`config.mk`:
```
export PLATFORM = sky130hd
export DESIGN_NAME = fnd_scan_bcd_flat
export DESIGN_NICKNAME = d
export VERILOG_FILES = /design/src/rtl/fnd_scan_bcd_if.sv /design/src/rtl/fnd_scan_bcd.sv /design/src/flat_wrapper.sv
export SDC_FILE = /design/constraint.sdc
export NUM_CORES = 1
export LEC_CHECK = 0
export BUFFER_PORTS_ARGS = -buffer_cell sky130_fd_sc_hd__buf_2
export CORE_MARGIN = 8
export CORE_UTILIZATION = 40
export CTS_BUF_LIST = sky130_fd_sc_hd__clkbuf_4 sky130_fd_sc_hd__clkbuf_8
export CTS_CLUSTER_SIZE = 14
export DETAILED_ROUTE_END_ITERATION = 10
export GPL_ROUTABILITY_DRIVEN = 0
export SETUP_SLACK_MARGIN = 0.5
export SYNTH_ARGS = -nofsm -noshare
export SYNTH_HDL_FRONTEND = slang
export SYNTH_SLANG_ARGS = --single-unit
export TNS_END_PERCENT = 1
```
`constraint.sdc`:
```
create_clock -name clk -period 3.54 [get_ports clk]
set_input_delay 0.354 -clock clk [delete_from_list [all_inputs] [get_ports clk]]
set_output_delay 0.354 -clock clk [all_outputs]
set_load 0.005 [all_outputs]
```
`src/rtl/fnd_scan_bcd_if.sv`:
```
// ----------------------------------------------------------------------------
// fnd_scan_bcd_if
// Bundles the display-stage signals: the binary count coming from the counter
// stage and the multiplexed 7-segment drive going to the display.
//
//   count    [13:0]  binary value to display (level signal, no handshake)
//   seg_comm [3:0]   digit enables, active low, bit 0 = ones digit
//   seg      [7:0]   segments, active low, bit 7 = dp, bits 6..0 = g..a
//
// Signalling: there is no valid/ready pair. `count` is a plain level that the
// consumer samples every clock; the producer only guarantees that it changes
// rarely relative to the system clock. The display outputs are free-running.
//
// master : the side that drives `count` and watches the display
// slave  : the display stage itself
// ----------------------------------------------------------------------------
interface fnd_scan_bcd_if;
    logic [13:0] count;
    logic [3:0]  seg_comm;
    logic [7:0]  seg;

    modport master (output count, input seg_comm, input seg);
    modport slave  (input count, output seg_comm, output seg);
endinterface

```
`src/rtl/fnd_scan_bcd.sv`:
```
// ----------------------------------------------------------------------------
// fnd_scan_bcd
// Converts a 14-bit binary count (saturated to 9999) into four BCD digits with
// a sequential double-dabble engine and scans them onto a 4-digit
// common-anode 7-segment display.
//
// Ports:
//   clk          system clock, rising edge
//   reset        asynchronous, active-high reset
//   bus          fnd_scan_bcd_if.slave: count in, seg_comm/seg out
//   dbg_state_o  converter FSM state (0 = IDLE, 1 = SHIFT, 2 = DONE)
//   dbg_disp_o   display register (four BCD digits, ones in [3:0])
// ----------------------------------------------------------------------------
module fnd_scan_bcd #(
    parameter int CLK_FREQ      = 100_000_000,
    parameter int SCAN_HZ       = 1000,
    parameter int DP_DIGIT      = 1,
    parameter int BLANK_LEADING = 1
) (
    input  logic                 clk,
    input  logic                 reset,
    fnd_scan_bcd_if.slave        bus,
    output logic [1:0]           dbg_state_o,
    output logic [15:0]          dbg_disp_o
);

    localparam int DIV = (CLK_FREQ / SCAN_HZ > 0) ? CLK_FREQ / SCAN_HZ : 1;
    localparam int PW  = (DIV > 1) ? $clog2(DIV) : 1;
    localparam logic [PW-1:0] PRE_LAST = PW'(DIV - 1);

    typedef enum logic [1:0] {
        IDLE  = 2'd0,
        SHIFT = 2'd1,
        DONE  = 2'd2
    } state_t;

    state_t        state_q, state_d;
    logic [13:0]   count_s1_q, count_s2_q;
    logic [13:0]   shift_q, shift_d;
    logic [15:0]   bcd_q, bcd_d;
    logic [3:0]    iter_q, iter_d;
    logic [15:0]   disp_q, disp_d;
    logic [PW-1:0] presc_q, presc_d;
    logic [1:0]    idx_q, idx_d;
    logic [3:0]    seg_comm_q, seg_comm_d;
    logic [7:0]    seg_q, seg_d;

    logic [15:0]   adj;
    logic [3:0]    upper_zero;
    logic [3:0]    digit;
    logic [7:0]    dec;
    logic          blank_cur;
    logic          dp_on;

    function automatic logic [7:0] seg_decode(input logic [3:0] n);
        case (n)
            4'd0:    return 8'hC0;
            4'd1:    return 8'hF9;
            4'd2:    return 8'hA4;
            4'd3:    return 8'hB0;
            4'd4:    return 8'h99;
            4'd5:    return 8'h92;
            4'd6:    return 8'h82;
            4'd7:    return 8'hF8;
            4'd8:    return 8'h80;
            4'd9:    return 8'h90;
            default: return 8'hFF;
        endcase
    endfunction

    always_ff @(posedge clk or posedge reset) begin
        if (reset) begin
            count_s1_q <= '0;
            count_s2_q <= '0;
            state_q    <= IDLE;
            shift_q    <= '0;
            bcd_q      <= '0;
            iter_q     <= '0;
            disp_q     <= '0;
            presc_q    <= '0;
            idx_q      <= '0;
            seg_comm_q <= 4'b1111;
            seg_q      <= 8'hFF;
        end else begin
            count_s1_q <= bus.count;
            count_s2_q <= count_s1_q;
            state_q    <= state_d;
            shift_q    <= shift_d;
            bcd_q      <= bcd_d;
            iter_q     <= iter_d;
            disp_q     <= disp_d;
            presc_q    <= presc_d;
            idx_q      <= idx_d;
            seg_comm_q <= seg_comm_d;
            seg_q      <= seg_d;
        end
    end

    // Converter: IDLE loads, 14 SHIFT cycles, DONE publishes -> 16 clocks.
    always_comb begin
        state_d = state_q;
        shift_d = shift_q;
        bcd_d   = bcd_q;
        iter_d  = iter_q;
        disp_d  = disp_q;
        adj     = bcd_q;
        for (int k = 0; k < 4; k++) begin
            if (bcd_q[4*k +: 4] >= 4'd5) adj[4*k +: 4] = bcd_q[4*k +: 4] + 4'd3;
        end
        case (state_q)
            IDLE: begin
                shift_d = (count_s2_q > 14'd9999) ? 14'd9999 : count_s2_q;
                bcd_d   = '0;
                iter_d  = '0;
                state_d = SHIFT;
            end
            SHIFT: begin
                // Adjusted accumulator and binary shifter move as one 30-bit word.
                {bcd_d, shift_d} = {adj[14:0], shift_q, 1'b0};
                iter_d = iter_q + 4'd1;
                if (iter_q == 4'd13) state_d = DONE;
            end
            DONE: begin
                disp_d  = bcd_q;
                state_d = IDLE;
            end
            default: state_d = IDLE;
        endcase
    end

    // Scan prescaler and digit index.
    always_comb begin
        presc_d = presc_q + PW'(1);
        idx_d   = idx_q;
        if (presc_q == PRE_LAST) begin
            presc_d = '0;
            idx_d   = idx_q + 2'd1;
        end
    end

    // Output decode works from the current index and display register, so
    // outputs lag an index change by exactly one clock and never skew.
    always_comb begin
        upper_zero    = '0;
        upper_zero[3] = (disp_q[15:12] == 4'd0);
        for (int i = 2; i >= 0; i--) begin
            upper_zero[i] = upper_zero[i+1] && (disp_q[4*i +: 4] == 4'd0);
        end
        digit     = disp_q[{idx_q, 2'b00} +: 4];
        dec       = seg_decode(digit);
        blank_cur = (BLANK_LEADING != 0) && (int'(idx_q) > DP_DIGIT) &&
                    (idx_q != 2'd0) && upper_zero[idx_q];
        dp_on     = (int'(idx_q) == DP_DIGIT) && !blank_cur;
        if (blank_cur || dec == 8'hFF) seg_d = 8'hFF;
        else                           seg_d = {~dp_on, dec[6:0]};
        seg_comm_d = ~(4'b0001 << idx_q);
    end

    assign bus.seg_comm = seg_comm_q;
    assign bus.seg      = seg_q;
    assign dbg_state_o  = state_q;
    assign dbg_disp_o   = disp_q;

endmodule

```
`src/flat_wrapper.sv`:
```
// flat-port wrapper written by rule: the top's interface ports become plain ports
module fnd_scan_bcd_flat 
#(
    parameter int CLK_FREQ      = 100_000_000,
    parameter int SCAN_HZ       = 1000,
    parameter int DP_DIGIT      = 1,
    parameter int BLANK_LEADING = 1
)
  (clk, reset, dbg_state_o, dbg_disp_o, bus_count, bus_seg_comm, bus_seg);
  fnd_scan_bcd_if bus_i ();
  input  logic clk;
  input  logic reset;
  output logic [1:0] dbg_state_o;
  output logic [15:0] dbg_disp_o;
  input wire logic [$bits(bus_i.count)-1:0] bus_count;
  output wire logic [$bits(bus_i.seg_comm)-1:0] bus_seg_comm;
  output wire logic [$bits(bus_i.seg)-1:0] bus_seg;
  assign bus_i.count = bus_count;
  assign bus_seg_comm = bus_i.seg_comm;
  assign bus_seg = bus_i.seg;
  fnd_scan_bcd #(.CLK_FREQ(CLK_FREQ), .SCAN_HZ(SCAN_HZ), .DP_DIGIT(DP_DIGIT), .BLANK_LEADING(BLANK_LEADING)) u_core (.clk(clk), .reset(reset), .bus(bus_i), .dbg_state_o(dbg_state_o), .dbg_disp_o(dbg_disp_o));
endmodule
```
# Word level (Yosys, flattened, before mapping)
# Memories as Yosys holds them, arrays and structs flattened.
# Cells that the tools add are included.
[op_classes]
shift = 2
n_addsub = 7
bitwise = 2
n_mul = 0
n_eq_ne = 7
div = 0
mux = 14
magnitude_cmp = 7
reduce_logical = 15
[op_table]
columns = ["op", "count"]
rows = [
  ["$pmux W16 S2", 1],
  ["$pmux W14 S2", 1],
  ["$add A17 B1 Y17 const B", 1],
  ["$eq A17 B17 Y1 const B", 1],
  ["$mux W17", 1],
  ["$ge A4 B3 Y1 const B", 4],
  ["$logic_not A4 Y1", 4],
  ["$shiftx A16 B5 Y4", 1],
  ["$gt A14 B14 Y1 const B", 1],
  ["$mux W14", 1],
  ["$add A4 B2 Y4 const B", 3],
  ["$mux W4", 3],
  ["$eq A8 B8 Y1 const B", 1],
  ["$mux W8", 1],
  ["$pmux W4 S2", 1],
  ["$logic_and A1 B1 Y1", 6],
  ["$add A4 B1 Y4 const B", 1],
  ["$eq A2 B2 Y1 const B", 2],
  ["$eq A4 B4 Y1 const B", 1],
  ["$not A4 Y4", 1],
  ["$pmux W2 S2", 1],
  ["$reduce_bool A2 Y1", 2],
  ["$shl A1 B2 Y4 const A", 1],
  ["$add A3 B2 Y3 const B", 1],
  ["other kinds (13)", 13],
]
[totals]
mem_bits_ro = 112
input_bits = 16
mem_bits_rw = 0
out_inout_bits = 30
register_bits = 111
memories = 1
wordCells = 66
latch_bits = 0
[mem_list]
columns = ["name", "words", "width", "rd", "rd_clocked_by_memory_dff", "wr", "line_no", "rtl"]
rows = [
  ["(no name shown)", 16, 7, 1, 0, 0, "fnd_scan_bcd.sv:56", "case (n)"],
]

# Logic depth before layout (Yosys ltp)
# Gate-level depths: netlist of the first run.
[depth]
depth_word = 11
ltp_mapped = 8
mapped_depth_nobuf = 7

# Least setup slack after synthesis of the first run
# OpenSTA, ideal clock, no wires.
[synth_path]
kind = "flip-flop to flip-flop"
startpoint = "register u_core.idx_q[0]"
endpoint = "register u_core.seg_q[4], in the netlist u_core.bus.seg[4]"
t_required_ns = 3.452
slack_ns = 1.695
stages_incl_launch_ff = 9
n_path_buf = 1
period_less_slack_ns = 1.845
setup_time_ns = 0.088
arrival_time_ns = 1.756
cell_sequence = "dfrtp_1 buf_4 mux4_2 inv_1 ha_1 inv_1 a21o_1 a21oi_1 o21ai_1"
[synth_between]
elab_chain_len = 5
word_cells_on_any_way = 11
classes_between = "1 x order compare; 1 x eq/ne; 1 x shift; 3 x mux; 4 x reduce/logical; 1 x memory"
[synth_lines]
columns = ["element", "line_no", "rtl"]
rows = [
  ["start, declared", "fnd_scan_bcd.sv:44", "logic [1:0] idx_q, idx_d;"],
  ["start signal, assigned", "fnd_scan_bcd.sv:93", "idx_q <= idx_d;"],
  ["$shiftx A16 B5 Y4, or another cell as far along", "fnd_scan_bcd.sv:149", "digit = disp_q[{idx_q, 2'b00} +: 4];"],
  ["$mem_v2 Z16 W7, or another cell as far along", "--", ""],
  ["$eq A8 B8 Y1 / $logic_and A1 B1 Y1 (equally long branches)", "fnd_scan_bcd.sv:154, fnd_scan_bcd.sv:152", ""],
  ["$logic_or A1 B1 Y1", "fnd_scan_bcd.sv:154", "if (blank_cur || dec == 8'hFF) seg_d = 8'hFF;"],
  ["$mux W8 *", "fnd_scan_bcd.sv:154", ""],
  ["net u_core.seg_d[4]", "fnd_scan_bcd.sv:46", "logic [7:0] seg_q, seg_d;"],
  ["end signal, assigned", "fnd_scan_bcd.sv:95", "seg_q <= seg_d;"],
  ["end, declared", "fnd_scan_bcd.sv:46", ""],
]
# Mark *: on every way through the listed nets, which the timed path passes. The rest lies on a longest branch. The select of a mux whose other input is x is not followed.
# A chain may end at the register's enable or synchronous reset.

# Final worst setup path of the first run
# Ends and elaborated chain as after synthesis.

==> key figures, run 1 <==
Worst hold path
  – Hold crit path type: in2reg
  – Hold Crit Start: bus_count[0]

Job
  – MaxCap Viol Count: 0

CTS
  – Hold_buf cts: 0
  – CTS Buf Count: 9
  – Clk buf depth: 2
  – H-tree levels: 3
  – Number of cells upsized or downsized after cts: 0
  – CTS tree: done
  – Clk_lat worst skew: 380 ps
  – Post-CTS Setup Inserts: 0
  – Clock-pin slew on the worst setup and hold paths: 110 ps
  – Clk sinks: 111
  – Clk root buf: clkbuf_8

Power and ir drop
  – Leak Pwr: 2.414 nW
  – Pwr Density: 495.6 nW/um^2
  – Peak supply drop: 244.7 uV

GRT
  – Antenna violations before repair: 0
  – Global route overflow: 0
  – Total track usage: 0.1167
  – Largest net degree at the start of global routing: 112
  – First-pass GRT wire length: 15.32 mm
  – Vias in the first global route: 3192

Synthesis
  – Synthesized flop and latch total: 111
  – Main synth FF type: dfrtp_1
  – Register area share after synthesis: 0.5720
  – Post-Syn Nets: 467
  – Post-synthesis cell count: 429
  – Synth Area per Inst: 11.38 um^2
  – Top cell type's share of synthesized area: 0.5074
  – Async set or reset register ratio after synthesis: 1.000
  – Synth cell types: 45
  – Top cells by area, synth: dfrtp_1 51%, dfstp_2 6.5%, ha_1 5.6%
  – Synth Warn #: 0
  – EDFF count, synth: 0
  – Synth area leader: dfrtp_1
  – Post-Syn Area: 4882 um^2

Cells and area
  – Finished Cell Area: 5440 um^2
  – Share of layout cells above drive strength 1: 0.2135
  – Layout area overhead: 11.43%
  – # nets final: 506
  – Diode count: 0

Routing
  – First-pass detailed-route iteration total: 4
  – Wire per inst: 13.81 um
  – Via-to-Cell Ratio: 5.027
  – DR iter-0 viols: 126
  – Post-route ant nets: 0
  – DRC viols: 0
  – Via count: 3117
  – WL final: 8.564 mm

Timing
  – Setup violators final: 0
  – RSZ-0062 raised after global routing: false
  – Worst Max-Slew Pin Slew: 1143 ps
  – Achievable Freq: 0.4834 GHz
  – Final-report hold violation count: 0
  – Slew Limit Fails: 0
  – Slew margin rel.: 0.2299
  – Clock period minus final worst setup slack: 2069 ps
  – TNS Setup: 0 ps
  – Period utilization: 0.5844
  – Final Skew: 11.12 ps

Setup path
  – FF-to-FF Start: u_core.idx_q[0]
  – Worst Path Required: 3840 ps
  – Critical Path AT: 2370 ps
  – Critical Path Start Type: register
  – CP peak stage delay: 640 ps
  – Worst-path maximum fanout: 9
  – Critical-path top delay cell: mux4_2
  – CP Cell Sequence: mux4_2 > inv_1 > ha_1 > inv_1 > a21o_1 > a21oi_1 > o21ai_1
  – Crit path capture type: register
  – Critical path launch point: u_core.idx_q[0]
  – Crit path top cell by count: inv_1
  – Critical path class: reg2reg

Floorplanning
  – Initial core utilization: 0.4082
  – Row cnt: 40
  – Die span in x: 126.5 um
  – Core area: 11960 um^2
  – Ports: 46
  – Full die area: 16000 um^2
  – Chip Height: 126.5 um

Place
  – DP HPWL: 5.679 mm
  – Post-placement cell area: 5244 um^2
  – Port Buffers: 45

Status
  – Status: finished, final reports clean
[placed cells by master (no fill, tap or decap), types with 4 or more instances in the layout]
master	count
ha_1	22
o21ai_1	5
nor2b_1	6
xnor2_1	16
nand2b_1	11
mux4_2	4
clkbuf_8	10
nand3_1	8
mux2_2	15
nor2_1	15
buf_2	45
o31ai_1	8
xor2_1	5
dfstp_2	12
a21oi_1	13
nor3b_1	4
mux2i_1	4
a211oi_1	6
dfrtp_1	99
a2bb2oi_1	4
nor3_1	5
a21o_1	7
inv_1	24
nand2_1	46
o21ai_0	39
[final timing paths]
check	depth (start not counted)	slack, ps	to
setup / recovery	7	1470	u_core.bus.seg[4]
hold / removal	1	70	u_core.count_s1_q[0]
setup reg to reg	7	1470	u_core.bus.seg[4]
hold reg to reg	0	360	u_core.count_s2_q[8]
max in group asynchronous	3	2990	u_core.presc_q[6]
min in group asynchronous	3	100	u_core.bcd_q[2]
[per-stage QoR]
stage | setup slack (ps) | power, mW | hold WS (ps) | std cells | util
5_1_grt | 1299 | 2.861 | 41.31 | 620 | 0.4548
3_5_place_dp | 1484 | 1.980 | 334.7 | 604 | 0.4384
3_3_place_gp | 1568 | 1.972 | 333.0 | 604 | 0.4384
2_1_floorplan | 1695 | 1.784 | 331.2 | 429 | -
4_1_cts | 1457 | 2.739 | 47.37 | 620 | 0.4548
6_report | 1471 | 2.696 | 67.58 | 620 | 0.4548
[area by class of cell]
cell class | count | area (um^2)
Fill cell | 1114 | 6521
Sequential cell | 111 | 2793
Timing Repair Buffer | 48 | 260.3
Inverter | 25 | 97.59
Tap cell | 147 | 183.9
Clock inverter | 6 | 58.81
Clock buffer | 10 | 137.6
Multi-Input combinational cell | 273 | 1909
[synthesized netlist by cell type (4+ instances only)]
| cell | instances |
|---|---|
| dfrtp_1 | 99 |
| nand2_1 | 46 |
| o21ai_0 | 39 |
| inv_1 | 25 |
| ha_1 | 22 |
| xnor2_1 | 16 |
| mux2_2 | 15 |
| nor2_1 | 15 |
| clkbuf_1 | 14 |
| a21oi_1 | 13 |
| dfstp_2 | 12 |
| nand2b_1 | 11 |
| nand3_1 | 8 |
| o31ai_1 | 8 |
| a21o_1 | 7 |
| a211oi_1 | 6 |
| nor2b_1 | 6 |
| nor3_1 | 5 |
| o21ai_1 | 5 |
| xor2_1 | 5 |
| a2bb2oi_1 | 4 |
| mux2i_1 | 4 |
| mux4_2 | 4 |
| nor3b_1 | 4 |
[report_power, final]
group,switching [mW],internal (mW)
logic,0.217,0.207
clock network,0.455,0.294
registers,0.101,1.42
total,0.773,1.92
[sequential cells by signal (all words and copies together), names as in the netlist, 4 cells and up]
register and cells:
u_core.bcd_q 16, u_core.bus.seg 8, u_core.bus.seg_comm 4, u_core.count_s1_q 14
u_core.count_s2_q 14, u_core.dbg_disp_o 16, u_core.iter_q 4, u_core.presc_q 17
u_core.shift_q 14
[per-layer routing]
| metal | routed length [um] | track usage | vias up |
|---|---|---|---|
| met5 | 0 | 0 | - |
| li1 | - | - | 1550 |
| met4 | 160 | 0.05803 | 0 |
| met1 | 4137 | 0.1470 | 1484 |
| met2 | 3853 | 0.1852 | 73 |
| met3 | 412 | 0.02681 | 10 |
[worst max-delay path: cells and delay by family, from the launching register on]
| family | cells | cell delay, ps |
|---|---|---|
| mux | 1 | 640 |
| flops | 1 | 590 |
| compound gates | 3 | 350 |
| buf+inv | 2 | 210 |
| fa+ha+maj | 1 | 200 |
[cell families (layout without fill, tap and decap cells)]
logic type      Yosys count  in the layout  synth area share
simple gates            114            114            0.1194
flops                   111            111            0.5720
compound gates           93             93            0.1163
buf+inv                  45             89           0.03690
mux                      23             23           0.06125
fa+ha+maj                22             22           0.05638
xor+xnor                 21             21           0.03767
Note: power is estimated with default switching activity, not from simulation.
==> run 2, diff against run 1 <==
- ABC_AREA: not set -> 1
- clock period: 3.54 -> 1.8 ns (I/O delays scaled with it)
==> key figures, run 2 <==
Routing
  – Post-route ant nets: 0 (unchanged)
  – WL final: 10.16 mm (+19%)
  – First-pass detailed-route iteration total: 4 (unchanged)
  – Via count: 3873 (+24%)
  – DR iter-0 viols: 207 (+64%)
  – Via-to-Cell Ratio: 4.649 (-7.5%)
  – DRC viols: 0 (unchanged)
  – Wire per inst: 12.19 um (-12%)

Power and ir drop
  – Pwr Density: 991.6 nW/um^2 (+100%)
  – Switching Share: 0.3314 (+0.04474)
  – Switch Pwr: 2.000 mW (+160%)
  – Peak supply drop: 490.1 uV (+100%)
  – Internal Pwr Total: 4.036 mW (+110%)
  – Overall power: 6.036 mW (+120%)
  – Leak Pwr: 3.014 nW (+25%)
  – Comb pwr share: 0.235 (+0.078)
  – Clock power share: 0.257 (-0.021)
  – Seq pwr share: 0.508 (-0.057)

CTS
  – Clk root buf: clkbuf_8
  – Clk sinks: 111 (unchanged)
  – Clk buf depth: 2 (unchanged)
  – H-tree levels: 3 (unchanged)
  – Clock-pin slew on the worst setup and hold paths: 130 ps (+20 ps)
  – CTS tree: done
  – Clk_lat worst skew: 400 ps (+20 ps)
  – CTS Buf Count: 9 (unchanged)

Synthesis
  – Post-Syn Nets: 614 (+31%)
  – Register area share after synthesis: 0.5465 (-0.02549)
  – Synthesized flop and latch total: 111 (unchanged)
  – Count leader, synth: nand2_1
  – Async set or reset register ratio after synthesis: 1.000 (unchanged)
  – Post-synthesis cell count: 576 (+34%)
  – Synth area leader: dfrtp_1
  – EDFF count, synth: 0 (unchanged)
  – Top cells by area, synth: dfrtp_1 48%, nand2_1 10%, inv_1 6.5%
  – Post-Syn Area: 5110 um^2 (+4.7%)
  – Synth Warn #: 0 (unchanged)
  – Synth cell types: 28 (-38%)
  – Top cell type's share of synthesized area: 0.4848 (-0.02261)
  – Main synth FF type: dfrtp_1
  – Synth Area per Inst: 8.871 um^2 (-22%)
  – Synth top cells by count: 137 x nand2_1, 99 x dfrtp_1, 88 x inv_1

Timing
  – TNS Setup: 0 ps (unchanged)
  – RSZ-0062 raised after global routing: true
  – Final-report hold violation count: 0 (unchanged)
  – Final WS setup: 147.2 ps (-1324 ps)
  – Setup violators final: 0 (unchanged)
  – Final Skew: 16.79 ps (+5.665 ps)
  – Worst Max-Slew Pin Slew: 518.2 ps (-624.9 ps)
  – Hold slack: 256.6 ps (+189.0 ps)
  – Clock period minus final worst setup slack: 1653 ps (-416.1 ps)
  – Achievable Freq: 0.6051 GHz (+25%)
  – Slew Limit Fails: 0 (unchanged)
  – Period utilization: 0.9182 (+0.3338)
  – Slew margin rel.: 0.6541 (+0.4243)

Setup path
  – Worst-path maximum fanout: 5 (-4)
  – CP Cell Sequence: inv_4 > nor2_4 > nor2_2 > o21ai_1 > nand2_2 > inv_4 > ha_4 > nand3_4 > nand2_2 > inv_2 > nand2_4 > nand2_4 > nand2_2
  – R2R Path End: u_core.bus.seg[0]
  – Critical Path Start Type: register
  – Top Family by Delay on Critical Path: simple AND/OR/NAND/NOR gates
  – FF-to-FF Start: u_core.idx_q[1]
  – R2r setup slk: 150 ps (-1320 ps)
  – Critical-path top delay cell: dfrtp_2
  – Crit path capture type: register
  – Worst Path Required: 2140 ps (-1700 ps)
  – CP peak stage delay: 470 ps (-170 ps)
  – Crit path buf inv count: 3 (+1)
  – Critical Path AT: 2000 ps (-370 ps)
  – Critical path class: reg2reg
  – Worst r2r path cells: 13 (+6)
  – Crit path top cell by count: nand2_2

GRT
  – Vias in the first global route: 3894 (+22%)
  – First-pass GRT wire length: 17.71 mm (+16%)
  – Total track usage: 0.1318 (+0.01506)
  – Largest net degree at the start of global routing: 47 (-58%)
  – Antenna violations before repair: 0 (unchanged)
  – Global route overflow: 0 (unchanged)

Place
  – Post-Place Setup Slack: 56.83 ps (-1427 ps)
  – Port Buffers: 45 (unchanged)
  – DP HPWL: 7.034 mm (+24%)
  – Post-placement cell area: 5604 um^2 (+6.9%)

Floorplanning
  – Die span in x: 129.0 um (+2.0%)
  – Row cnt: 41 (+2.5%)
  – Chip Height: 129.0 um (+2.0%)
  – Full die area: 16650 um^2 (+4.1%)
  – Core area: 12570 um^2 (+5.1%)
  – Initial core utilization: 0.4066 (-0.001589)
  – Ports: 46 (unchanged)

Cells and area
  – Layout area overhead: 19.12%
  – # nets final: 694 (+37%)
  – Share of layout cells above drive strength 1: 0.1967 (-0.01686)
  – Max reg flops: 17 (unchanged)
  – Finished Cell Area: 6087 um^2 (+12%)
  – Most frequent cells in the layout: 135 x nand2_1, 97 x dfrtp_1, 85 x inv_1, 53 x o21ai_0
  – Biggest register: u_core.presc_q
  – Diode count: 0 (unchanged)
  – Most common cell after layout, fill and taps aside: nand2_1

Worst hold path
  – Hold crit path type: in2async

Status
  – Status: finished, final reports clean

Job
  – MaxCap Viol Count: 0 (unchanged)
## run 2: cell types whose count changed after synthesis, moves of 25 or more
cell,before,now
nand3_1,8,33
inv_1,25,88
nand2_1,46,137
nor2_1,15,47
## run 2: what timing repair did
item | CTS | global route
gates cloned | 0 | 1
resized for setup | 4 | 8
endpoints found under the hold margin | 23 | 0
hold buffers | 15 | 0
setup endpoints to repair | 63 | 76
buffers inserted | 7 | 3
pin swaps | 5 | 6
## run 2: worst reg2reg max path, cell delays in order (launching register included)
cell and delay (ps):
dfrtp_2 470, inv_4 100, nor2_4 40, nor2_2 90, o21ai_1 70, nand2_2 120, inv_4 60, ha_4 270
nand3_4 60, nand2_2 80, inv_2 40, nand2_4 60, nand2_4 80, nand2_2 60
## run 2: power groups by stage
| stage | Clock (mW) | Combinational [mW] | Sequential, mW |
|---|---|---|---|
| 2_1_floorplan | 0 | 0.840 | 3.08 |
| 3_3_place_gp | 0 | 1.27 | 3.11 |
| 3_5_place_dp | 0 | 1.30 | 3.11 |
| 4_1_cts | 1.61 | 1.34 | 3.06 |
| 5_1_grt | 1.71 | 1.62 | 3.11 |
| 6_report | 1.55 | 1.42 | 3.06 |
## run 2: logic make-up after synthesis
group / after synthesis / synth area share
and+or+nand+nor: 255 / 0.2240
DFF: 111 / 0.5465
xor gates and xnor gates: 12 / 0.02057
adders and majority gates: 22 / 0.05387
buffers and inverters: 103 / 0.07836
AOI/OAI and AO/OA: 73 / 0.07664
## run 2: cell type report
class	count	area, um^2
fillers	1162	6481
flip-flops and latches	111	2795
multi-input cells	362	1967
repair buffers	79	530.5
inverters	92	362.8
well taps	172	215.2
clock buffers	9	123.9
clock inverters	7	85.08
repair inverters	1	7.507
## run 2: worst max-delay path by stage
stage	from	to	depth (start not counted)	slack, ps
after floorplan	reset	u_core.idx_q[0]	1	170
after detailed placement	u_core.idx_q[1]	u_core.bus.seg[0]	13	60
final	u_core.idx_q[1]	u_core.bus.seg[0]	13	150
after global placement	u_core.idx_q[1]	u_core.bus.seg[7]	13	120
after global routing	u_core.idx_q[0]	u_core.bus.seg[3]	12	70
after CTS	u_core.idx_q[1]	u_core.bus.seg[0]	13	170
## run 2: stage by stage
| stage | cells | utilization |
|---|---|---|
| after global routing | 833 | 0.4843 |
| after detailed placement | 791 | 0.4459 |
| after floorplan | 576 | - |
| after global placement | 791 | 0.4459 |
| final | 833 | 0.4843 |
| after CTS | 829 | 0.4796 |
## run 2: metal layers
layer	wire (um)	GRT usage	up-vias
met5	0	0	-
met4	225	0.06220	0
met3	551	0.03451	20
met2	4537	0.2072	83
met1	4843	0.1666	1806
li1	-	-	1964
